==> src/rtl/shifter_arbiter.sv <==
// shifter_arbiter: shares one 32-bit barrel shifter between the ALU shift
// path (port 0) and the load/store alignment path (port 1).
// Results land in a single registered slot that is tagged with its owner.
// The default build uses round-robin arbitration.
// Defining SHIFTER_ARB_FIXED_PRIO_EN makes port 0 always win contention.
module shifter_arbiter #(
  parameter bit INIT_PRIO = 1'b0
) (
  input  logic        i_clk,
  input  logic        i_rst_n,
  input  logic        i_req0_valid,
  output logic        o_req0_ready,
  input  logic [31:0] i_req0_data,
  input  logic [4:0]  i_req0_amt,
  input  logic        i_req0_dir,
  input  logic        i_req0_arith,
  input  logic        i_req1_valid,
  output logic        o_req1_ready,
  input  logic [31:0] i_req1_data,
  input  logic [4:0]  i_req1_amt,
  input  logic        i_req1_dir,
  input  logic        i_req1_arith,
  output logic        o_rsp0_valid,
  input  logic        i_rsp0_ready,
  output logic        o_rsp1_valid,
  input  logic        i_rsp1_ready,
  output logic [31:0] o_rsp_data
);

  // Barrel shift. The arith flag only matters for right shifts.
  function automatic logic [31:0] do_shift(input logic [31:0] d, input logic [4:0] a,
                                           input logic dir, input logic arith);
    logic [31:0] r;
    if (!dir)       r = d << a;
    else if (arith) r = 32'($signed(d) >>> a);
    else            r = d >> a;
    return r;
  endfunction

  logic        rsp_full_q, rsp_full_d;
  logic        rsp_owner_q, rsp_owner_d;
  logic [31:0] rsp_data_q, rsp_data_d;
`ifndef SHIFTER_ARB_FIXED_PRIO_EN
  logic        prio_q, prio_d;
`endif

  logic        grant0, grant1;
  logic        owner_ready, slot_free;
  logic        acc0, acc1, acc;
  logic [31:0] sel_data;
  logic [4:0]  sel_amt;
  logic        sel_dir, sel_arith;

  // Pick which requester gets the shifter this cycle.
  always_comb begin
    grant0 = 1'b0;
    grant1 = 1'b0;
    if (i_req0_valid && i_req1_valid) begin
`ifdef SHIFTER_ARB_FIXED_PRIO_EN
      grant0 = 1'b1;
`else
      if (prio_q) grant1 = 1'b1;
      else        grant0 = 1'b1;
`endif
    end else if (i_req0_valid) begin
      grant0 = 1'b1;
    end else if (i_req1_valid) begin
      grant1 = 1'b1;
    end
  end

  // The slot can accept when it is empty or its owner drains it this cycle.
  // Nothing is accepted while reset is asserted.
  always_comb begin
    owner_ready  = rsp_owner_q ? i_rsp1_ready : i_rsp0_ready;
    slot_free    = !rsp_full_q || owner_ready;
    o_req0_ready = grant0 && slot_free && i_rst_n;
    o_req1_ready = grant1 && slot_free && i_rst_n;
    acc0         = i_req0_valid && o_req0_ready;
    acc1         = i_req1_valid && o_req1_ready;
    acc          = acc0 || acc1;
    o_rsp0_valid = rsp_full_q && !rsp_owner_q;
    o_rsp1_valid = rsp_full_q && rsp_owner_q;
    o_rsp_data   = rsp_data_q;
  end

  // Steer the granted port's operands into the shared shifter.
  always_comb begin
    sel_data  = grant1 ? i_req1_data  : i_req0_data;
    sel_amt   = grant1 ? i_req1_amt   : i_req0_amt;
    sel_dir   = grant1 ? i_req1_dir   : i_req0_dir;
    sel_arith = grant1 ? i_req1_arith : i_req0_arith;
  end

  // Next state of the result slot and of the round-robin pointer.
  always_comb begin
    rsp_full_d  = rsp_full_q;
    rsp_owner_d = rsp_owner_q;
    rsp_data_d  = rsp_data_q;
    if (rsp_full_q && owner_ready) rsp_full_d = 1'b0;
    if (acc) begin
      rsp_full_d  = 1'b1;
      rsp_owner_d = acc1;
      rsp_data_d  = do_shift(sel_data, sel_amt, sel_dir, sel_arith);
    end
`ifndef SHIFTER_ARB_FIXED_PRIO_EN
    prio_d = prio_q;
    if (acc) prio_d = !acc1;
`endif
  end

  // State registers. Reset drops any held result.
  always_ff @(posedge i_clk) begin
    if (!i_rst_n) begin
      rsp_full_q  <= 1'b0;
      rsp_owner_q <= 1'b0;
      rsp_data_q  <= 32'h0;
`ifndef SHIFTER_ARB_FIXED_PRIO_EN
      prio_q      <= INIT_PRIO;
`endif
    end else begin
      rsp_full_q  <= rsp_full_d;
      rsp_owner_q <= rsp_owner_d;
      rsp_data_q  <= rsp_data_d;
`ifndef SHIFTER_ARB_FIXED_PRIO_EN
      prio_q      <= prio_d;
`endif
    end
  end

endmodule
==> config.mk <==
export PLATFORM = sky130hd
export DESIGN_NAME = shifter_arbiter
export DESIGN_NICKNAME = d
export VERILOG_FILES = /design/src/rtl/shifter_arbiter.sv
export SDC_FILE = /design/constraint.sdc
export NUM_CORES = 1
export LEC_CHECK = 0
export BUFFER_PORTS_ARGS = -buffer_cell sky130_fd_sc_hd__buf_2
export CORE_MARGIN = 5
export CORE_UTILIZATION = 35
export DETAILED_ROUTE_END_ITERATION = 8
export GPL_TIMING_DRIVEN = 0
export PLACE_DENSITY_LB_ADDON = 0.1
export SLEW_MARGIN = 20
export SYNTH_ARGS = -nofsm -noshare
export SYNTH_HDL_FRONTEND = slang
export SYNTH_SLANG_ARGS = --single-unit
==> constraint.sdc <==
create_clock -name i_clk -period 3.1 [get_ports i_clk]
set_input_delay 0.31 -clock i_clk [delete_from_list [all_inputs] [get_ports i_clk]]
set_output_delay 0.31 -clock i_clk [all_outputs]
set_load 0.02 [all_outputs]
==> flow_metrics.py <==
metrics = {
    "status": {
        "outcome": "finished with violations",
        "violations": "setup timing",
    },
    "synthesis": {
        "syn_avg_cell_area_um2": 7.38,
        "synth_top_area_frac": 0.101,
        "yosysSeqAreaShare": 0.0932,
        "synth_top_area_cell": "mux2i_1",
        "ys_warn_count": 0,
        "synthTopCellsByCount": "77 x o21ai_0, 76 x mux2i_1, 75 x nand2_1, 52 x buf_2",
        "synthTopCellsByArea": "mux2i_1 10%, dfxtp_1 9.3%, mux2_2 5.4%",
        "synthDistinctLibCells": 87,
        "syn_area_mm2": 0.00752,
        "synth-seq-cells": 35,
        "yosys_most_used_dff": "dfxtp_1",
        "synth_fp_nets": 1102,
        "synthMostInstantiatedCell": "o21ai_0",
        "synth_cells": 1018,
        "postSynth.asyncResetShare": 0,
        "synth_edf_count": 0,
    },
    "floorplan": {
        "io_pins": 120,
        "row_count": 53,
        "fp.dieW_um": 157,
        "initial_core_util": 0.356,
        "die_y_um": 157,
        "core-area_mm2": 0.0211,
        "dieArea_mm2": 0.0245,
    },
    "placement": {
        "routabilityCongestion": 1.07,
        "io_buffers": 115,
        "dp_cells": 1408,
        "pre_cts_ws_ps": -367,
        "hpwl_um": 39600,
    },
    "sta": {
        "rsz0062_at_grt": "true",
        "slew_headroom": 0.276,
        "fin_skew_ps": 2.99,
        "fmax_ghz": 0.306,
        "setup_viol": 7,
        "finalCritPeriodShare": 1.05,
        "setup_ws_ps": -168,
        "hold_viol": 0,
        "finalMaxSlewViolations": 0,
        "layout_min_cycle_time_ps": 3270,
        "worst_pin_slew_ps": 1070,
    },
    "power_and_ir_drop": {
        "p_switching_w": 0.00175,
        "finalPower_w": 0.00333,
        "ir_drop_v": 0.000159,
        "p_leak_nw": 3.39,
        "p_comb_frac": 0.660,
        "p_per_area_mw_per_mm2": 380,
        "switching_share": 0.526,
        "pwr-share-seq": 0.158,
        "internal-power_w": 0.00158,
        "clockPowerShare": 0.182,
    },
    "route": {
        "first_pass_iters": 6,
        "drtAntennaViolNets": 0,
        "highest_layer": "met4",
        "dr_wl_met2_um": 20800,
        "wl_um": 49600,
        "route.detailed.drc": 0,
        "vias": 10566,
        "via_per_inst": 7.48,
        "wl_per_cell_um": 35.1,
        "routed-wl-met3_um": 6140,
        "dr.first_iter.drc_count": 1784,
        "wirelength_met1_um": 19900,
    },
    "clock_tree": {
        "cts_tree": "done",
        "postCtsSetupRepairBufs": 0,
        "root_buffer": "clkbuf_16",
        "clk_path_buf_depth": 2,
        "cts.htree.levels": 2,
        "cts.sinks": 35,
        "cts_buffers": 5,
        "clkLatencyLatePin_ps": 280,
        "clk_pin_slew_ps": 60,
    },
    "grt": {
        "antenna_found_initial": 0,
        "grt_usage": 0.386,
        "grt_max_degree": 20,
        "grt_pass1_wl_um": 69600,
        "grt_pass1_vias": 9882,
        "globalRouteOverflowTotal": 0,
    },
    "layout": {
        "drive_gt1_frac": 0.279,
        "multi_input_area_mm2": 0.00631,
        "post-route-util": 0.415,
        "nets": 1221,
        "instances_no_fill": 1413,
        "fill_cells": 2300,
        "syn_to_final_growth_pct": 16.5,
        "diodes": 0,
        "regArea_um2": 701,
    },
    "setup_path": {
        "cp.arrival_ps": 3470,
        "worstPathCellList": "and2b_1, buf_6, nor2_4, buf_2, o21ai_0, mux2_2, mux2i_1, a221oi_2, a31oi_1",
        "end_kind": "flip-flop",
        "slowest_stage": "mux2i_1",
        "cp-start-kind": "flip-flop",
        "crit_buf_inv": 2,
        "worst_ep_required_time_ps": 3300,
        "cpLargestDelayFamily": "multiplexers",
        "crit_type": "reg -> reg",
        "crit_path_max_fanout": 10,
        "slowest_delay_ps": 560,
    },
    "worst_hold_path": {
        "hp-class": "in -> reg",
    },
    "flow_run": {
        "drv_cap": 0,
    },
}
==> cell families (layout without fill, tap and decap cells) <==
logic type	count (synthesis)	in the layout	synth area share
AOI/OAI and AO/OA	418	418	0.410
buffers and inverters	122	242	0.0856
DFF	35	35	0.0932
muxes	125	125	0.193
and+or+nand+nor	318	318	0.218
==> sequential cells by signal, summed over array words and instances (netlist names) <==
| name | cells |
|---|---|
| rsp_full_q | 1 |
| prio_q | 1 |
| o_rsp_data | 32 |
| rsp_owner_q | 1 |
==> power by group through the flow <==
| stage | registers, W | logic [W] | clock network, W |
|---|---|---|---|
| after global routing | 0.000530 | 0.00223 | 0.000630 |
| after global placement | 0.000533 | 0.00206 | 0 |
| final | 0.000526 | 0.00219 | 0.000605 |
| after CTS | 0.000527 | 0.00204 | 0.000609 |
| after floorplan | 0.000590 | 0.00116 | 0 |
| after detailed placement | 0.000536 | 0.00202 | 0 |
==> through the flow <==
stage	hold slack, ps	instance area, µm²	setup TNS, ps
after CTS	347	8640	0
after floorplan	455	7520	0
after global placement	449	8440	-6090
after detailed placement	457	8450	-3250
final	342	8760	-416
after global routing	368	8760	-87.9
==> worst reg2reg max path, delay by kind of cell, from the launching register on <==
family | cells | cell delay, ps
buffers and inverters | 2 | 560
muxes | 2 | 950
and+or+nand+nor | 2 | 520
AOI/OAI and AO/OA | 3 | 810
DFF | 1 | 340
==> path summary, 6_finish.rpt <==
check	slack (ps)	from	end	depth (start not counted)
hold reg to reg	480	o_rsp_data[29]	o_rsp_data[29]	2
setup / recovery	-170	prio_q	o_rsp_data[27]	9
hold / removal	340	i_rsp0_ready	rsp_full_q	4
setup reg to reg	-170	prio_q	o_rsp_data[27]	9
==> timing repair <==
| item | in CTS | in global routing |
|---|---|---|
| gates resized for setup | 10 | 38 |
| setup endpoints to repair | 14 | 29 |
| hold buffers | 0 | 0 |
| pin swaps | 0 | 1 |
| cloned | 0 | 0 |
==> routing by layer <==
layer	vias to the layer above	global-route usage
met1	5084	0.527
met3	218	0.0949
met5	-	0
met4	0	0.145
met2	945	0.589
li1	4319	-
==> placed cells by master (no fill, tap or decap), types with 23 or more instances in the layout <==
master	n
a221oi_1	24
mux2i_1	74
buf_2	162
nand3_1	50
dfxtp_1	35
nand2_1	75
a21oi_1	45
nor2_1	51
nor2b_1	23
o21ai_0	72
a211oi_1	25
o211ai_1	51
mux2_2	36
==> cell type report <==
type	instances	area share
inverter	15	0.00643
clock inverter	2	0.00400
tap	275	0.0393
multi-input combinational	861	0.720
timing repair buffer	115	0.0657
clock buffer	6	0.0159
buffer	104	0.0686
sequential	35	0.0800
Power figures use the tool's default switching activity.
